==> src/rtl/multicycle_controller.sv <==
// Multicycle MIPS-style control unit.
// A single state register walks each instruction through fetch, decode,
// execute, memory and write-back phases. All datapath controls are
// combinational decodes of the current state (plus mem_ready for the
// fetch handshake) and are forced to zero while reset is held, so an
// asynchronous reset kills any in-flight memory access immediately.
module multicycle_controller (
    input  logic       clk,
    input  logic       reset,
    input  logic [5:0] op_code,
    input  logic       mem_ready,
    output logic       PCWrite,
    output logic       PCWriteCond,
    output logic       IorD,
    output logic       MemRead,
    output logic       MemWrite,
    output logic       IRWrite,
    output logic       MemtoReg,
    output logic       RegDst,
    output logic       JumpAndLink,
    output logic       RegWrite,
    output logic       ALUSrcA,
    output logic [1:0] ALUSrcB,
    output logic [2:0] ALUOp,
    output logic [1:0] PCSource,
    output logic [3:0] state,
    output logic       illegal_op
);

    // State encoding is visible on the debug port, so it is pinned here.
    typedef enum logic [3:0] {
        FETCH  = 4'd0,
        DECODE = 4'd1,
        MEMADR = 4'd2,
        MEMRD  = 4'd3,
        MEMWB  = 4'd4,
        MEMWR  = 4'd5,
        EXEC_R = 4'd6,
        RWB    = 4'd7,
        EXEC_I = 4'd8,
        IWB    = 4'd9,
        BRANCH = 4'd10,
        JAL    = 4'd11
    } ctrlState_t;

    // Supported opcodes.
    localparam logic [5:0] OP_RTYPE = 6'h00;
    localparam logic [5:0] OP_JAL   = 6'h03;
    localparam logic [5:0] OP_BEQ   = 6'h04;
    localparam logic [5:0] OP_ADDI  = 6'h08;
    localparam logic [5:0] OP_ANDI  = 6'h0C;
    localparam logic [5:0] OP_ORI   = 6'h0D;
    localparam logic [5:0] OP_LW    = 6'h23;
    localparam logic [5:0] OP_SW    = 6'h2B;

    // ALU operation codes.
    localparam logic [2:0] ALU_ADD   = 3'b000;
    localparam logic [2:0] ALU_SUB   = 3'b001;
    localparam logic [2:0] ALU_FUNCT = 3'b010;
    localparam logic [2:0] ALU_AND   = 3'b011;
    localparam logic [2:0] ALU_OR    = 3'b100;

    // ALU B operand selects.
    localparam logic [1:0] SRCB_RT    = 2'b00;
    localparam logic [1:0] SRCB_FOUR  = 2'b01;
    localparam logic [1:0] SRCB_IMM   = 2'b10;
    localparam logic [1:0] SRCB_IMMSH = 2'b11;

    // PC source selects.
    localparam logic [1:0] PCSRC_ALU    = 2'b00;
    localparam logic [1:0] PCSRC_ALUOUT = 2'b01;
    localparam logic [1:0] PCSRC_JUMP   = 2'b10;

    // ALU operation for the immediate-arithmetic group. The opcode stays
    // stable in the instruction register, so the write-back cycle can
    // re-derive the same value instead of storing it.
    function automatic logic [2:0] immAluOp(input logic [5:0] op);
        logic [2:0] aluSel;
        case (op)
            OP_ANDI: aluSel = ALU_AND;
            OP_ORI:  aluSel = ALU_OR;
            default: aluSel = ALU_ADD;
        endcase
        return aluSel;
    endfunction

    ctrlState_t stateR;
    ctrlState_t nextStateS;

    logic       pcWriteS;
    logic       pcWriteCondS;
    logic       iorDS;
    logic       memReadS;
    logic       memWriteS;
    logic       irWriteS;
    logic       memtoRegS;
    logic       regDstS;
    logic       jumpAndLinkS;
    logic       regWriteS;
    logic       aluSrcAS;
    logic [1:0] aluSrcBS;
    logic [2:0] aluOpS;
    logic [1:0] pcSourceS;
    logic       illegalOpS;

    // State register: asynchronous reset parks the machine in FETCH.
    always_ff @(posedge clk or posedge reset) begin
        if (reset) begin
            stateR <= FETCH;
        end else begin
            stateR <= nextStateS;
        end
    end

    // Next-state and control decode; everything defaults low so a state
    // only lists the controls it actually drives.
    always_comb begin
        nextStateS   = FETCH;
        pcWriteS     = 1'b0;
        pcWriteCondS = 1'b0;
        iorDS        = 1'b0;
        memReadS     = 1'b0;
        memWriteS    = 1'b0;
        irWriteS     = 1'b0;
        memtoRegS    = 1'b0;
        regDstS      = 1'b0;
        jumpAndLinkS = 1'b0;
        regWriteS    = 1'b0;
        aluSrcAS     = 1'b0;
        aluSrcBS     = SRCB_RT;
        aluOpS       = ALU_ADD;
        pcSourceS    = PCSRC_ALU;
        illegalOpS   = 1'b0;

        if (reset) begin
            // Hold every control low while reset is applied, including the
            // fetch read that FETCH would otherwise request.
            nextStateS = FETCH;
        end else begin
            case (stateR)
                FETCH: begin
                    memReadS  = 1'b1;
                    iorDS     = 1'b0;
                    aluSrcAS  = 1'b0;
                    aluSrcBS  = SRCB_FOUR;
                    aluOpS    = ALU_ADD;
                    pcSourceS = PCSRC_ALU;
                    // IR load and PC+4 commit only when the read completes.
                    irWriteS  = mem_ready;
                    pcWriteS  = mem_ready;
                    if (mem_ready) begin
                        nextStateS = DECODE;
                    end else begin
                        nextStateS = FETCH;
                    end
                end
                DECODE: begin
                    // Precompute the branch target while the opcode decodes.
                    aluSrcAS = 1'b0;
                    aluSrcBS = SRCB_IMMSH;
                    aluOpS   = ALU_ADD;
                    case (op_code)
                        OP_RTYPE:                 nextStateS = EXEC_R;
                        OP_LW, OP_SW:             nextStateS = MEMADR;
                        OP_ADDI, OP_ANDI, OP_ORI: nextStateS = EXEC_I;
                        OP_BEQ:                   nextStateS = BRANCH;
                        OP_JAL:                   nextStateS = JAL;
                        default: begin
                            nextStateS = FETCH;
                            illegalOpS = 1'b1;
                        end
                    endcase
                end
                MEMADR: begin
                    aluSrcAS = 1'b1;
                    aluSrcBS = SRCB_IMM;
                    aluOpS   = ALU_ADD;
                    if (op_code == OP_LW) begin
                        nextStateS = MEMRD;
                    end else begin
                        nextStateS = MEMWR;
                    end
                end
                MEMRD: begin
                    memReadS = 1'b1;
                    iorDS    = 1'b1;
                    if (mem_ready) begin
                        nextStateS = MEMWB;
                    end else begin
                        nextStateS = MEMRD;
                    end
                end
                MEMWB: begin
                    regWriteS  = 1'b1;
                    memtoRegS  = 1'b1;
                    regDstS    = 1'b0;
                    nextStateS = FETCH;
                end
                MEMWR: begin
                    memWriteS = 1'b1;
                    iorDS     = 1'b1;
                    if (mem_ready) begin
                        nextStateS = FETCH;
                    end else begin
                        nextStateS = MEMWR;
                    end
                end
                EXEC_R: begin
                    aluSrcAS   = 1'b1;
                    aluSrcBS   = SRCB_RT;
                    aluOpS     = ALU_FUNCT;
                    nextStateS = RWB;
                end
                RWB: begin
                    regWriteS  = 1'b1;
                    regDstS    = 1'b1;
                    memtoRegS  = 1'b0;
                    nextStateS = FETCH;
                end
                EXEC_I: begin
                    aluSrcAS   = 1'b1;
                    aluSrcBS   = SRCB_IMM;
                    aluOpS     = immAluOp(op_code);
                    nextStateS = IWB;
                end
                IWB: begin
                    regWriteS  = 1'b1;
                    regDstS    = 1'b0;
                    memtoRegS  = 1'b0;
                    aluOpS     = immAluOp(op_code);
                    nextStateS = FETCH;
                end
                BRANCH: begin
                    aluSrcAS     = 1'b1;
                    aluSrcBS     = SRCB_RT;
                    aluOpS       = ALU_SUB;
                    pcWriteCondS = 1'b1;
                    pcSourceS    = PCSRC_ALUOUT;
                    nextStateS   = FETCH;
                end
                JAL: begin
                    pcWriteS     = 1'b1;
                    pcSourceS    = PCSRC_JUMP;
                    regWriteS    = 1'b1;
                    jumpAndLinkS = 1'b1;
                    nextStateS   = FETCH;
                end
                default: begin
                    // Unused codes drive nothing and recover to FETCH.
                    nextStateS = FETCH;
                end
            endcase
        end
    end

    // Drive the ports from the decode results.
    always_comb begin
        PCWrite     = pcWriteS;
        PCWriteCond = pcWriteCondS;
        IorD        = iorDS;
        MemRead     = memReadS;
        MemWrite    = memWriteS;
        IRWrite     = irWriteS;
        MemtoReg    = memtoRegS;
        RegDst      = regDstS;
        JumpAndLink = jumpAndLinkS;
        RegWrite    = regWriteS;
        ALUSrcA     = aluSrcAS;
        ALUSrcB     = aluSrcBS;
        ALUOp       = aluOpS;
        PCSource    = pcSourceS;
        illegal_op  = illegalOpS;
        state       = stateR;
    end

endmodule

==> config.mk <==
export PLATFORM = sky130hd
export DESIGN_NAME = multicycle_controller
export DESIGN_NICKNAME = d
export VERILOG_FILES = /design/src/rtl/multicycle_controller.sv
export SDC_FILE = /design/constraint.sdc
export NUM_CORES = 1
export LEC_CHECK = 0
export CAP_MARGIN = 20
export CORE_MARGIN = 2
export CORE_UTILIZATION = 38
export CTS_BUF_LIST = sky130_fd_sc_hd__clkbuf_2 sky130_fd_sc_hd__clkbuf_4 sky130_fd_sc_hd__clkbuf_8
export CTS_CLUSTER_SIZE = 14
export DETAILED_ROUTE_END_ITERATION = 6
export PLACE_DENSITY = 0.76
export SLEW_MARGIN = 10
export SYNTH_ARGS = -nofsm -noshare
export SYNTH_HDL_FRONTEND = slang
export SYNTH_SLANG_ARGS = --single-unit
==> constraint.sdc <==
create_clock -name clk -period 1.6 [get_ports clk]
set_input_delay 0.4 -clock clk [delete_from_list [all_inputs] [get_ports clk]]
set_output_delay 0.4 -clock clk [all_outputs]
set_load 0.01 [all_outputs]
Yosys cells after proc, flatten, opt, wreduce, memory -nomap -nowiden
Index checks and enable logic that the tools add are counted.
Widths: inputs -> output; s select.
{"block": "totals", "regBits": 4, "latchBits": 0, "ramBits": 0, "romBits": 0, "inputBits": 9, "wordCells": 69, "n_memories": 0}
{"block": "classes", "add_sub_neg": 0, "mul": 0, "n_div": 0, "order_cmp": 0, "eq_ne": 18, "shift": 0, "mux": 39, "bitwise_logic": 0, "n_reduce_logical": 11}
{"operator": "$pmux 4 s7", "count": 1}
{"operator": "$mux 1", "count": 25}
{"operator": "$pmux 4 s5", "count": 1}
{"operator": "$eq 6x4->1 const B", "count": 3}
{"operator": "$eq 4x3->1 const B", "count": 4}
{"operator": "$eq 4x4->1 const B", "count": 4}
{"operator": "$eq 6x6->1 const B", "count": 2}
{"operator": "$mux 3", "count": 4}
{"operator": "$reduce_or 2->1", "count": 5}
{"operator": "$pmux 3 s3", "count": 1}
{"operator": "$eq 4x2->1 const B", "count": 2}
{"operator": "$reduce_or 4->1", "count": 2}
{"operator": "$reduce_or 8->1", "count": 1}
{"operator": "$eq 6x2->1 const B", "count": 1}
{"operator": "$eq 6x3->1 const B", "count": 1}
{"operator": "$logic_not 6->1", "count": 1}
{"operator": "$pmux 2 s3", "count": 1}
{"operator": "$pmux 3 s2", "count": 1}
{"operator": "$eq 4x1->1 const B", "count": 1}
{"operator": "$logic_not 4->1", "count": 1}
{"operator": "$mux 2", "count": 2}
{"operator": "$mux 4", "count": 1}
{"operator": "$pmux 2 s2", "count": 1}
{"operator": "$reduce_or 3->1", "count": 1}
{"operator": "$pmux 1 s2", "count": 1}

Longest topological paths before layout
{"block": "depth", "word_depth": 5, "depth_mapped": 6, "depth_no_buf": 4}

Worst setup path before layout
Ideal clock, no wire load.
{"block": "synth_path", "path_type": "register -> output", "from": "reg stateR[3] (netlist: state[3])", "to": "out ALUSrcA", "arrival_time_ns": 1.488, "slack_ns": -0.288, "path_stages_with_launch": 4, "n_path_buf": 1, "cell_sequence": "dfrtp_1 clkbuf_1 nor2_1 a2111oi_0"}
{"block": "synth_via", "elab_chain_len": 4, "word_cells_on_any_way": 7, "cone_classes": "eq/ne: 4; mux: 2; reduce/logical: 1"}
{"element": "start, declared", "line_no": "87", "source": "ctrlState_t stateR;"}
{"element": "start signal, assigned", "line_no": "111", "source": "stateR <= nextStateS;"}
{"element": "$eq 4x4->1, or another cell as far along", "line_no": "140", "source": "case (stateR)"}
{"element": "$reduce_or 4->1 (no line) (*)"}
{"element": "$mux 1 (*)", "line_no": "140"}
{"element": "$mux 1 (*)", "line_no": "135", "source": "if (reset) begin"}
{"element": "end, declared", "line_no": "22", "source": "output logic ALUSrcA,"}
Mark *: on every way between the ends. The rest lies on a longest branch, timed or not.

Worst setup path after layout
{"block": "layout_path", "from": "reg stateR[1] (netlist: state[1])", "to": "out illegal_op"}
{"block": "layout_via", "elab_chain_len": 3}
{"element": "$eq 4x1->1", "line_no": "140"}
{"element": "$mux 1", "line_no": "140"}
{"element": "$mux 1", "line_no": "135"}
{"element": "end, declared", "line_no": "27", "source": "output logic illegal_op"}
Every way passes these cells.

==> out/qor.yml <==
outcome: "finished, violations left"
violations: "setup timing"
pwr-share-clk_pct: 29.0
drtPass1Iterations: 4
h-tree-depth: 1
grt_use_total_pct: 34.72
wl_per_cell_um: 20.75
arrival_ns: 1.72
fin_cells: 200
tns_ns: -7.047
fin_ws_ns: -0.5224
final_util_pct: 93.93
max-slew-margin-rel_pct: 66.27
drt-total-wl_mm: 4.150
coreArea_um2: 1689
ys.flop_type: "dfrtp_1"
synth_most_common_cell: "nor2_1"
period_minus_slack_ns: 2.122
synth_edf_count: 0
hpwlAfterDp_mm: 1.891
die_y_um: 46.09
drtIter0Drc: 47
area_growth_pct: 135.7
ys_warn_count: 0
synth.distinct_cells: 40
critPathCaptureType: "output port"
worstPathRequired_ns: 1.20
vdd_drop_max_v: 0.0008297
antennaDiodeCount: 0
pre_cts_ws_ns: -1.094
path_clk_slew_ns: 0.05
hold_slack_ns: 0.4747
clock_latency_ns: 0.23
tightest_slew_ns: 0.4992
dieArea_um2: 2124
ys_seq_elements: 4
grt_setup_unrepaired: "yes"
grt_pass1_vias: 1181
fin_crit_sh_pct: 132.6
syn-num-nets: 111
viasPerCell: 6.225
gp_congestion: 0.8697
cts_buffers: 3
nNetsFinal: 193
netlist_instances: 102
cp_max_fo: 3
grt_pass1_wl_mm: 5.354
fin_skew_ns: 0.008542
cts_tree: "done"
hold_viol_final: 0
postSynth.asyncResetShare_pct: 100.0
dpl_cell_area_um2: 1291
seq_area_frac_synth_pct: 14.87
min_path_type: "input pin to asynchronous set/reset pin"
switchingPower_mw: 0.1818
die_w_um: 46.09
gr-usage-met2_pct: 61.67
timing.fmax_mhz: 471.2
final_area_um2: 1587
grt_overflow_total: 0
post-route-drc-count: 0
seqPwrFrac_pct: 20.1
power_per_cell_area_nw_per_um2: 337.4
fillers: 61
setup_viol: 23
layout-drive-gt1-share_pct: 64.48
power_leakage_nw: 0.7203
synth_area_leader_cell: "dfrtp_1"
synth_top_area_share_pct: 14.87
cts-root-buf: "clkbuf_4"
grt_busiest_layer: "met2"
worstSetupPathType: "flop to output port"
ant_nets: 0
totalPowerFinal_mw: 0.5352
synthesis.area_um2: 673.1
clockBufferDepth: 2
io_pins: 32
met1_usage_pct: 39.34
grt_start_max_net_pins: 17
num_rows: 15
antenna_found_initial: 0
cts.sinks: 4
placedCellCount: 176
portBuffers: 31
slew_violations: 0
yosys-top-cells-count: "15 x nor2_1, 10 x nand2_1, 7 x nor3_1"
start_util_pct: 39.85
power_frac_comb_pct: 50.9
switching_share_pct: 33.97
largest_reg_flops: 4
maxCapViolCount: 0
synth_area_leaders: "dfrtp_1 15%, nor2_1 8.4%, nand2_1 5.6%, nor3_1 5.2%, nor2b_1 4.6%"
startpoint_type: "flop"
intPower_mw: 0.3534
grt_util_met3_pct: 7.059
synth_area_per_cell_um2: 6.599
via_count: 1245
[critical path: stages (launching register included)]
cell and delay (ns):
dfrtp_1 0.41, buf_4 0.16, or4b_4 0.55, nor4_2 0.18, buf_2 0.18
[repair_timing]
item                       in CTS  in global routing
hold buffers                    0                  0
pin swaps                      23                  8
setup endpoints to repair      27                 25
buffers inserted               18                  3
resized for setup             148                  8
[layer usage]
metal,part of all wire [%],routed length (µm)
met5,0,0
met4,6.1,252
met3,10,425
met2,48,1993
met1,36,1479
[logic make-up after synthesis]
| group | synth area share, % |
|---|---|
| flops | 14.87 |
| xor+xnor | 2.603 |
| simple gates | 54.83 |
| compound gates | 20.26 |
| buf+inv | 7.434 |
[worst paths after layout]
kind | from | end | cells past startpoint | slack [ns]
min in group clk | op_code[1] | state[3] | 3 | 0.57
worst max register to register | state[1] | state[2] | 5 | -0.39
worst min-delay path | reset | state[1] | 3 | 0.47
worst max-delay path | state[1] | illegal_op | 4 | -0.52
max in group asynchronous | reset | state[3] | 3 | 0.96
worst min register to register | state[0] | state[3] | 3 | 0.81
[power groups by stage]
stage	logic, mW	clock network (mW)	registers [mW]
6_report	0.272	0.155	0.107
2_1_floorplan	0.0876	0	0.110
5_1_grt	0.283	0.164	0.107
3_3_place_gp	0.199	0	0.107
4_1_cts	0.238	0.155	0.107
3_5_place_dp	0.204	0	0.107
[layout by cell type (no fill, tap or decap), types with 4 or more instances in the layout]
cell      Yosys  final
nor3_1        7      6
buf_6         0     17
nor2_1       15     10
nand2_1      10      7
clkbuf_4      0      4
buf_4         2     39
buf_2         1     20
[layout make-up]
cell class,count,area [µm²],share of cell area [%]
repair buffers,86,703.2,44.32
clock buffers,4,30.03,1.893
inverters,2,7.507,0.4732
multi-input cells,87,723.2,45.58
flip-flops and latches,4,101.3,6.388
well taps,17,21.27,1.341
Power figures use the tool's default switching activity.
